===== config.mk =====
export PLATFORM = sky130hd
export DESIGN_NAME = rom_burst_reader
export DESIGN_NICKNAME = d
export VERILOG_FILES = /design/src/rtl/rom_burst_pkg.sv /design/src/rtl/rom_burst_fifo.sv /design/src/rtl/rom_burst_reader.sv
export SDC_FILE = /design/constraint.sdc
export NUM_CORES = 1
export LEC_CHECK = 0
export CELL_PAD_IN_SITES_DETAIL_PLACEMENT = 1
export CELL_PAD_IN_SITES_GLOBAL_PLACEMENT = 1
export CORE_AREA = 2 2 163 165
export DETAILED_ROUTE_END_ITERATION = 7
export DIE_AREA = 0 0 165 167
export PLACE_DENSITY = 0.72
export SKIP_CTS_REPAIR_TIMING = 1
export SLEW_MARGIN = 15
export SYNTH_ARGS = -nofsm -noshare
export SYNTH_HDL_FRONTEND = slang
export SYNTH_SLANG_ARGS = --single-unit

===== constraint.sdc =====
create_clock -name clk -period 7.8 [get_ports clk]
set_input_delay 1.95 -clock clk [delete_from_list [all_inputs] [get_ports clk]]
set_output_delay 1.95 -clock clk [all_outputs]
set_load 0.005 [all_outputs]

===== src/rtl/rom_burst_pkg.sv =====
// Shared state encoding, default geometry and helpers for the burst ROM reader.
package rom_burst_pkg;

  typedef enum logic [1:0] {
    IDLE  = 2'd0,
    FETCH = 2'd1,
    DRAIN = 2'd2
  } state_t;

  localparam int DEF_ROM_DATA_WIDTH = 8;
  localparam int DEF_BYTES_PER_WORD = 4;
  localparam int DEF_FIFO_DEPTH     = 4;
  localparam int WORD_WIDTH         = DEF_BYTES_PER_WORD * DEF_ROM_DATA_WIDTH;
  localparam int FIFO_PTR_WIDTH     = $clog2(DEF_FIFO_DEPTH);

  // Index width that stays legal when the range collapses to a single entry.
  function automatic int idx_width(input int n);
    return (n > 1) ? $clog2(n) : 1;
  endfunction

endpackage


===== src/rtl/rom_burst_fifo.sv =====
// Synchronous word FIFO holding {last, data}; exposes occupancy for slot reservation.
module rom_burst_fifo
  import rom_burst_pkg::*;
#(
  parameter int WIDTH = WORD_WIDTH + 1,
  parameter int DEPTH = DEF_FIFO_DEPTH,
  parameter int PTR_W = FIFO_PTR_WIDTH
) (
  input  logic             clk,
  input  logic             rst_n,
  input  logic             flush,
  input  logic             push,
  input  logic [WIDTH-1:0] push_data,
  input  logic             pop,
  output logic [WIDTH-1:0] head,
  output logic             empty,
  output logic [PTR_W:0]   count
);

  logic [WIDTH-1:0] mem [DEPTH];
  logic [PTR_W-1:0] wr_ptr;
  logic [PTR_W-1:0] rd_ptr;
  logic             full;
  logic             do_push;
  logic             do_pop;

  assign empty   = (count == '0);
  assign full    = (count == (PTR_W+1)'(DEPTH));
  assign do_pop  = pop && !empty;
  // A full FIFO can still accept a word when the head leaves in the same cycle.
  assign do_push = push && (!full || do_pop);
  assign head    = empty ? '0 : mem[rd_ptr];

  always_ff @(posedge clk or negedge rst_n) begin
    if (!rst_n) begin
      wr_ptr <= '0;
      rd_ptr <= '0;
      count  <= '0;
      for (int i = 0; i < DEPTH; i++) mem[i] <= '0;
    end else if (flush) begin
      wr_ptr <= '0;
      rd_ptr <= '0;
      count  <= '0;
    end else begin
      if (do_push) begin
        mem[wr_ptr] <= push_data;
        wr_ptr      <= wr_ptr + 1'b1;
      end
      if (do_pop) rd_ptr <= rd_ptr + 1'b1;
      case ({do_push, do_pop})
        2'b10:   count <= count + 1'b1;
        2'b01:   count <= count - 1'b1;
        default: count <= count;
      endcase
    end
  end

endmodule


===== src/rtl/rom_burst_reader.sv =====
// Burst fetch controller for a byte-wide ROM macro: packs big-endian words into a FIFO.
// Optional abort input is enabled by defining ROM_ABORT_EN.
//
// state | meaning
// IDLE  | ready for a request; no reads
// FETCH | issuing byte reads whenever a FIFO word slot is reserved
// DRAIN | all bytes issued; waiting for the last-flagged word to be popped
module rom_burst_reader
  import rom_burst_pkg::*;
#(
  parameter int ROM_ADDR_WIDTH = 10,
  parameter int ROM_DATA_WIDTH = DEF_ROM_DATA_WIDTH,
  parameter int BYTES_PER_WORD = DEF_BYTES_PER_WORD,
  parameter int LEN_WIDTH      = 8,
  parameter int READ_LATENCY   = 1,
  parameter int FIFO_DEPTH     = DEF_FIFO_DEPTH
) (
  input  logic                                     clk,
  input  logic                                     rst_n,
  input  logic                                     req_valid,
  output logic                                     req_ready,
  input  logic [ROM_ADDR_WIDTH-1:0]                req_addr,
  input  logic [LEN_WIDTH-1:0]                     req_len,
  output logic                                     out_valid,
  input  logic                                     out_ready,
  output logic [BYTES_PER_WORD*ROM_DATA_WIDTH-1:0] out_data,
  output logic                                     out_last,
  output logic                                     busy,
  output logic                                     rom_cs,
  output logic [ROM_ADDR_WIDTH-1:0]                rom_addr,
  input  logic [ROM_DATA_WIDTH-1:0]                rom_dout
`ifdef ROM_ABORT_EN
  ,
  input  logic                                     abort
`endif
);

  localparam int WORD_W = BYTES_PER_WORD * ROM_DATA_WIDTH;
  localparam int BIW    = idx_width(BYTES_PER_WORD);
  localparam int PTR_W  = idx_width(FIFO_DEPTH);
  localparam int CNT_W  = PTR_W + 1;

  state_t                    state;
  state_t                    state_nxt;
  logic [ROM_ADDR_WIDTH-1:0] addr_q;
  logic [LEN_WIDTH-1:0]      words_left;
  logic [BIW-1:0]            issue_idx;
  logic [CNT_W-1:0]          resv_cnt;
  logic [READ_LATENCY-1:0]   tag_v;
  logic [READ_LATENCY-1:0]   tag_l;
  logic [WORD_W-1:0]         asm_q;
  logic [BIW-1:0]            asm_idx;

  logic                      req_fire;
  logic                      abort_now;
  logic                      issue;
  logic                      issue_first;
  logic                      byte_last;
  logic                      word_final;
  logic                      slot_free;
  logic                      reserve;
  logic                      tag_out;
  logic                      tag_out_last;
  logic                      asm_full;
  logic [WORD_W-1:0]         asm_word;
  logic                      fifo_push;
  logic                      fifo_pop;
  logic                      fifo_empty;
  logic [CNT_W-1:0]          fifo_count;
  logic [WORD_W:0]           fifo_head;

`ifdef ROM_ABORT_EN
  assign abort_now = abort && (state != IDLE);
`else
  assign abort_now = 1'b0;
`endif

  assign req_fire    = req_valid && req_ready;
  assign issue_first = (issue_idx == '0);
  assign byte_last   = (issue_idx == BIW'(BYTES_PER_WORD - 1));
  assign word_final  = (words_left == LEN_WIDTH'(1));
  // Words already queued plus words reserved but not yet pushed must leave room.
  assign slot_free   = ({1'b0, fifo_count} + {1'b0, resv_cnt}) < (CNT_W+1)'(FIFO_DEPTH);
  assign reserve     = issue && issue_first;

  assign tag_out      = tag_v[READ_LATENCY-1];
  assign tag_out_last = tag_l[READ_LATENCY-1];
  assign asm_full     = (asm_idx == BIW'(BYTES_PER_WORD - 1));
  assign asm_word     = (asm_q << ROM_DATA_WIDTH) | WORD_W'(rom_dout);
  assign fifo_push    = tag_out && asm_full && !abort_now;
  assign fifo_pop     = out_valid && out_ready;

  always_ff @(posedge clk or negedge rst_n) begin
    if (!rst_n) state <= IDLE;
    else        state <= state_nxt;
  end

  always_comb begin
    state_nxt = state;
    case (state)
      IDLE:    if (req_fire && (req_len != '0)) state_nxt = FETCH;
      FETCH:   if (abort_now) state_nxt = IDLE;
               else if (issue && byte_last && word_final) state_nxt = DRAIN;
      DRAIN:   if (abort_now || (fifo_pop && out_last)) state_nxt = IDLE;
      default: state_nxt = IDLE;
    endcase
  end

  always_comb begin
    req_ready = 1'b0;
    busy      = 1'b1;
    issue     = 1'b0;
    case (state)
      IDLE: begin
        req_ready = 1'b1;
        busy      = 1'b0;
      end
      FETCH:   issue = !abort_now && (!issue_first || slot_free);
      default: ;
    endcase
  end

  assign rom_cs   = issue;
  assign rom_addr = addr_q;

  always_ff @(posedge clk or negedge rst_n) begin
    if (!rst_n) begin
      addr_q     <= '0;
      words_left <= '0;
      issue_idx  <= '0;
    end else if (req_fire) begin
      addr_q     <= req_addr;
      words_left <= req_len;
      issue_idx  <= '0;
    end else if (abort_now) begin
      issue_idx  <= '0;
    end else if (issue) begin
      addr_q <= addr_q + 1'b1;
      if (byte_last) begin
        issue_idx  <= '0;
        words_left <= words_left - 1'b1;
      end else begin
        issue_idx <= issue_idx + 1'b1;
      end
    end
  end

  // Issue tags ride alongside the macro's read latency so data is captured exactly when valid.
  always_ff @(posedge clk or negedge rst_n) begin
    if (!rst_n) begin
      tag_v <= '0;
      tag_l <= '0;
    end else if (abort_now) begin
      tag_v <= '0;
      tag_l <= '0;
    end else begin
      tag_v[0] <= issue;
      tag_l[0] <= issue && byte_last && word_final;
      for (int i = 1; i < READ_LATENCY; i++) begin
        tag_v[i] <= tag_v[i-1];
        tag_l[i] <= tag_l[i-1];
      end
    end
  end

  always_ff @(posedge clk or negedge rst_n) begin
    if (!rst_n) begin
      asm_q   <= '0;
      asm_idx <= '0;
    end else if (abort_now) begin
      asm_q   <= '0;
      asm_idx <= '0;
    end else if (tag_out) begin
      if (asm_full) begin
        asm_q   <= '0;
        asm_idx <= '0;
      end else begin
        asm_q   <= asm_word;
        asm_idx <= asm_idx + 1'b1;
      end
    end
  end

  always_ff @(posedge clk or negedge rst_n) begin
    if (!rst_n) begin
      resv_cnt <= '0;
    end else if (abort_now) begin
      resv_cnt <= '0;
    end else begin
      case ({reserve, fifo_push})
        2'b10:   resv_cnt <= resv_cnt + 1'b1;
        2'b01:   resv_cnt <= resv_cnt - 1'b1;
        default: resv_cnt <= resv_cnt;
      endcase
    end
  end

  rom_burst_fifo #(
    .WIDTH (WORD_W + 1),
    .DEPTH (FIFO_DEPTH),
    .PTR_W (PTR_W)
  ) u_fifo (
    .clk       (clk),
    .rst_n     (rst_n),
    .flush     (abort_now),
    .push      (fifo_push),
    .push_data ({tag_out_last, asm_word}),
    .pop       (fifo_pop),
    .head      (fifo_head),
    .empty     (fifo_empty),
    .count     (fifo_count)
  );

  assign out_valid = !fifo_empty;
  assign out_data  = fifo_head[WORD_W-1:0];
  assign out_last  = fifo_head[WORD_W];

endmodule


==> impl_summary.md <==
Outcome
The flow ran to the end, and the final reports show no timing, DRC or antenna violations.

Logic synthesis
The part of the Yosys area used for sequential elements is 53.9%. The primary flip-flop cell chosen by synthesis mapping is sky130_fd_sc_hd__dfrtp_1. The number of enable-type register cells in the synthesized netlist is 0. The synthesized design contains 192 register bits. Sorting the synthesized cells by area gives the leading types as sky130_fd_sc_hd__dfrtp_1 54%, sky130_fd_sc_hd__mux2_2 17%, sky130_fd_sc_hd__mux4_2 8.3%. The top cell type's share of synthesized area is 53.9%. After synthesis, the mean cell area works out to 13.4 um2. Ranked by instance count, the synthesized netlist is headed by 192 x sky130_fd_sc_hd__dfrtp_1, 134 x sky130_fd_sc_hd__mux2_2, 41 x sky130_fd_sc_hd__inv_1. Synthesis produced a netlist whose cell count is 668. The synthesized netlist contains 46 unique library cells. The cell area after synthesis is 8920 um2. The cell taking the most area after synthesis is sky130_fd_sc_hd__dfrtp_1. The number of nets handed over by synthesis was 714. For this run, the number of Yosys warnings is 0. In the synthesized netlist the async set-or-reset flop fraction comes to 100%.

The dominant cell by count in the synthesized netlist is sky130_fd_sc_hd__dfrtp_1.

Finish
Compared with the post-synthesis result, the final layout area differs by 20.3%. The number of antenna diodes is 0. The layout cell share with drive strength beyond 1 is 28.8%. The net count of the finished layout is 779. The multi-input gate area in the final layout is 3790 um2. The number of fillers in the final layout is 2657. The area used by sequential logic in the layout is 4810 um2.

STA
The worst path needs 4.76 ns of the cycle, external delays included. The final clock skew is 0.0105 ns. The number of endpoints with negative hold slack in the final report is 0. The worst pin sits at a relative slew slack of 39.0%.

The worst hold margin is 0.480 ns. Setup violations remaining at the end of the flow were counted as 0. The highest achievable clock rate is 0.210 GHz. The final count of pins violating max slew is 0. The final critical path takes up 61.0% of the cycle.

Setup repair after global routing left no endpoint under its margin. After routing, the total negative slack on setup checks comes to 0 ns. For the pin with the worst max-slew slack, the measured transition is 0.912 ns.

Pwr
The switching portion of total power is 31.3%. After layout, the design draws a total of 4.59 mW. The worst ir drop on vdd is 0.159 mV.

The power density normalized to cell area is 428 nW/um2. For this design the total switching power over the nets is 1.44 mW. The internal portion of the total power is 3.15 mW. The register share of total power is 38.1%.

The share of power burned in combinational logic is 38.7%. The analysis attributes to cell leakage a power of 4.69 nW. The clock network is responsible for 23.2% of the overall power.

Routing
The total wire length after detailed routing is 20700 um. For this block, the initial DRC count from the detailed router was 262. The first detailed-routing pass ran for 4 iterations.

In the routed design, unresolved DRC markers number 0. The per-cell via count in the routed design is 5.12. In this run the remaining antenna-violating nets after routing total 0. The vias after detailed routing is 5534. In the final routed layout, each cell accounts on average for 19.1 um.

Flow run
The number of max-cap violations is 0.

Worst setup path
Walking the worst path, the cells encountered are buf_4 -> mux4_2 -> and2_1 -> clkdlybuf4s50_1. The largest individual stage delay along the critical path comes from the cell sky130_fd_sc_hd__dfrtp_2. STA classifies the critical path startpoint as a flip-flop.

The required time of the critical path is 5.85 ns. The kind of end point of the critical path is an output pin. The count of buffer and inverter cells on the critical path is 2. The category of the most critical setup path is flip-flop to output pin. The arrival time of data at the critical path endpoint is 2.81 ns. Of all nets on the critical path, the largest fanout is 24. The gate family responsible for the most delay along the worst path is buffers and inverters. The largest single stage delay on the critical path is 0.61 ns.

Die
The number of primary I/O pins is 77. For this configuration, the core starts out at a cell density of 34.6%. The floorplan step set the die width to 165 um. In this run the vertical extent of the chip is 167 um. The floorplan step defined a die boundary enclosing 27600 um2. The area of the core region is 25800 um2. The initialized floorplan defines 59 standard-cell rows.

Clock network
Clock tree synthesis inserted a total of 17 buffers. Counting along the longest clock path gives a buffer depth of 2. CTS placed an instance of sky130_fd_sc_hd__clkbuf_16 at the clock tree root. Clock-pin slew was measured on the worst setup and hold paths at 0.07 ns. TritonCTS built the clock tree. The number of levels the H-tree was split into is 4.

The insertion delay of the later-clocked pin in the worst-skew pair is 0.43 ns. The tree built by TritonCTS fans out to 192 sinks.

Placement
Once detailed placement completed, the half-perimeter wirelength came to 13200 um. The number of I/O port buffers is 76. The congestion estimate from routability-driven global placement came to 0.709.

Global route
The global-route congestion overflow total is 0. The wire length of the first global-routing pass is 34500 um. The via count of the first global-routing pass is 6364.

The pin count of the biggest net entering global routing is 82. In the global route stage, overall resource usage came out at 16.1%. The initial antenna violation count is 0.

Min path
The worst hold path class is flip-flop to flip-flop.
[cells in the final DEF (no fill, tap or decap), types with 3 or more instances in the layout]
master,netlist,routed
sky130_fd_sc_hd__a21oi_1,5,5
sky130_fd_sc_hd__a31oi_1,4,4
sky130_fd_sc_hd__and2_1,35,35
sky130_fd_sc_hd__buf_4,0,10
sky130_fd_sc_hd__bufinv_16,0,8
sky130_fd_sc_hd__clkbuf_16,0,17
sky130_fd_sc_hd__clkdlybuf4s50_1,0,75
sky130_fd_sc_hd__dfrtp_1,192,191
sky130_fd_sc_hd__ha_1,14,14
sky130_fd_sc_hd__inv_1,41,41
sky130_fd_sc_hd__mux2_2,134,134
sky130_fd_sc_hd__mux2i_1,3,3
sky130_fd_sc_hd__mux4_2,33,33
sky130_fd_sc_hd__nand2_1,18,18
sky130_fd_sc_hd__nand3_1,4,4
sky130_fd_sc_hd__nand3b_1,24,24
sky130_fd_sc_hd__nand4_1,5,5
sky130_fd_sc_hd__nor2_1,17,17
sky130_fd_sc_hd__o211ai_1,3,3
sky130_fd_sc_hd__o21ai_0,37,37
sky130_fd_sc_hd__or3_1,8,8
sky130_fd_sc_hd__or4_1,4,4
sky130_fd_sc_hd__xnor2_1,11,11
sky130_fd_sc_hd__xor2_1,7,7
[sequential cells by signal, summed over array words and instances (netlist names)]
signal,flops
issue_idx,2
resv_cnt,3
tag_out,1
u_fifo.rd_ptr,2
u_fifo.mem,132
asm_idx,2
asm_q,24
tag_l,1
u_fifo.count,3
rom_addr,10
state,2
words_left,8
u_fifo.wr_ptr,2
[layer usage]
layer | wire [um] | share of wire (%) | vias to the layer above | global-route usage [%]
met5 | 0 | 0 | - | 0
met4 | 248 | 1.2 | 0 | 4.31
met3 | 708 | 3.4 | 19 | 3.01
met2 | 10500 | 51 | 99 | 27.2
met1 | 9260 | 45 | 2914 | 21.3
li1 | - | - | 2502 | -
[cell type report]
cell class / count / share of cell area (%)
Multi-Input combinational cell: 394 / 35.3
Timing Repair Buffer: 86 / 7.82
Inverter: 42 / 1.47
Clock inverter: 13 / 2.61
Sequential cell: 192 / 44.8
Clock buffer: 19 / 4.13
Tap cell: 335 / 3.91
[power groups by stage]
stage          sequential [mW]  clock, mW  combinational (mW)
2_1_floorplan             1.62          0                1.21
3_3_place_gp              1.74          0                1.74
3_5_place_dp              1.77          0                1.80
4_1_cts                   1.75       1.09                1.82
5_1_grt                   1.82       1.12                1.97
6_report                  1.75       1.06                1.78
[stage by stage]
stage,utilization (%),area [um2],cells,setup slack [ns]
final,41.7,10700,1081,3.04
after global routing,41.7,10700,1081,2.85
after CTS,41.7,10700,1081,2.94
after detailed placement,38.8,10000,1049,3.23
after global placement,38.8,10000,1049,3.30
after floorplan,-,8920,668,4.16
[logic make-up after synthesis]
family / after synthesis / share of synthesized area (%)
and+or+nand+nor: 133 / 9.01
AOI/OAI and AO/OA: 57 / 3.68
muxes: 170 / 25.6
buffers and inverters: 82 / 3.69
adders and majority gates: 16 / 2.41
DFF: 192 / 53.9
xor gates and xnor gates: 18 / 1.77
[worst paths after layout]
kind | slack [ns] | cells past startpoint | endpoint | from
max | 3.04 | 4 | out_data[12] | u_fifo.rd_ptr[0]
min | 0.48 | 1 | resv_cnt[2] | resv_cnt[2]
max reg2reg | 4.61 | 6 | u_fifo.mem[127] | asm_idx[0]
min reg2reg | 0.48 | 1 | resv_cnt[2] | resv_cnt[2]
max in group asynchronous | 4.93 | 2 | u_fifo.mem[60] | rst_n
min in group asynchronous | 1.57 | 1 | u_fifo.mem[95] | rst_n
Note: power is estimated with default switching activity, not from simulation.
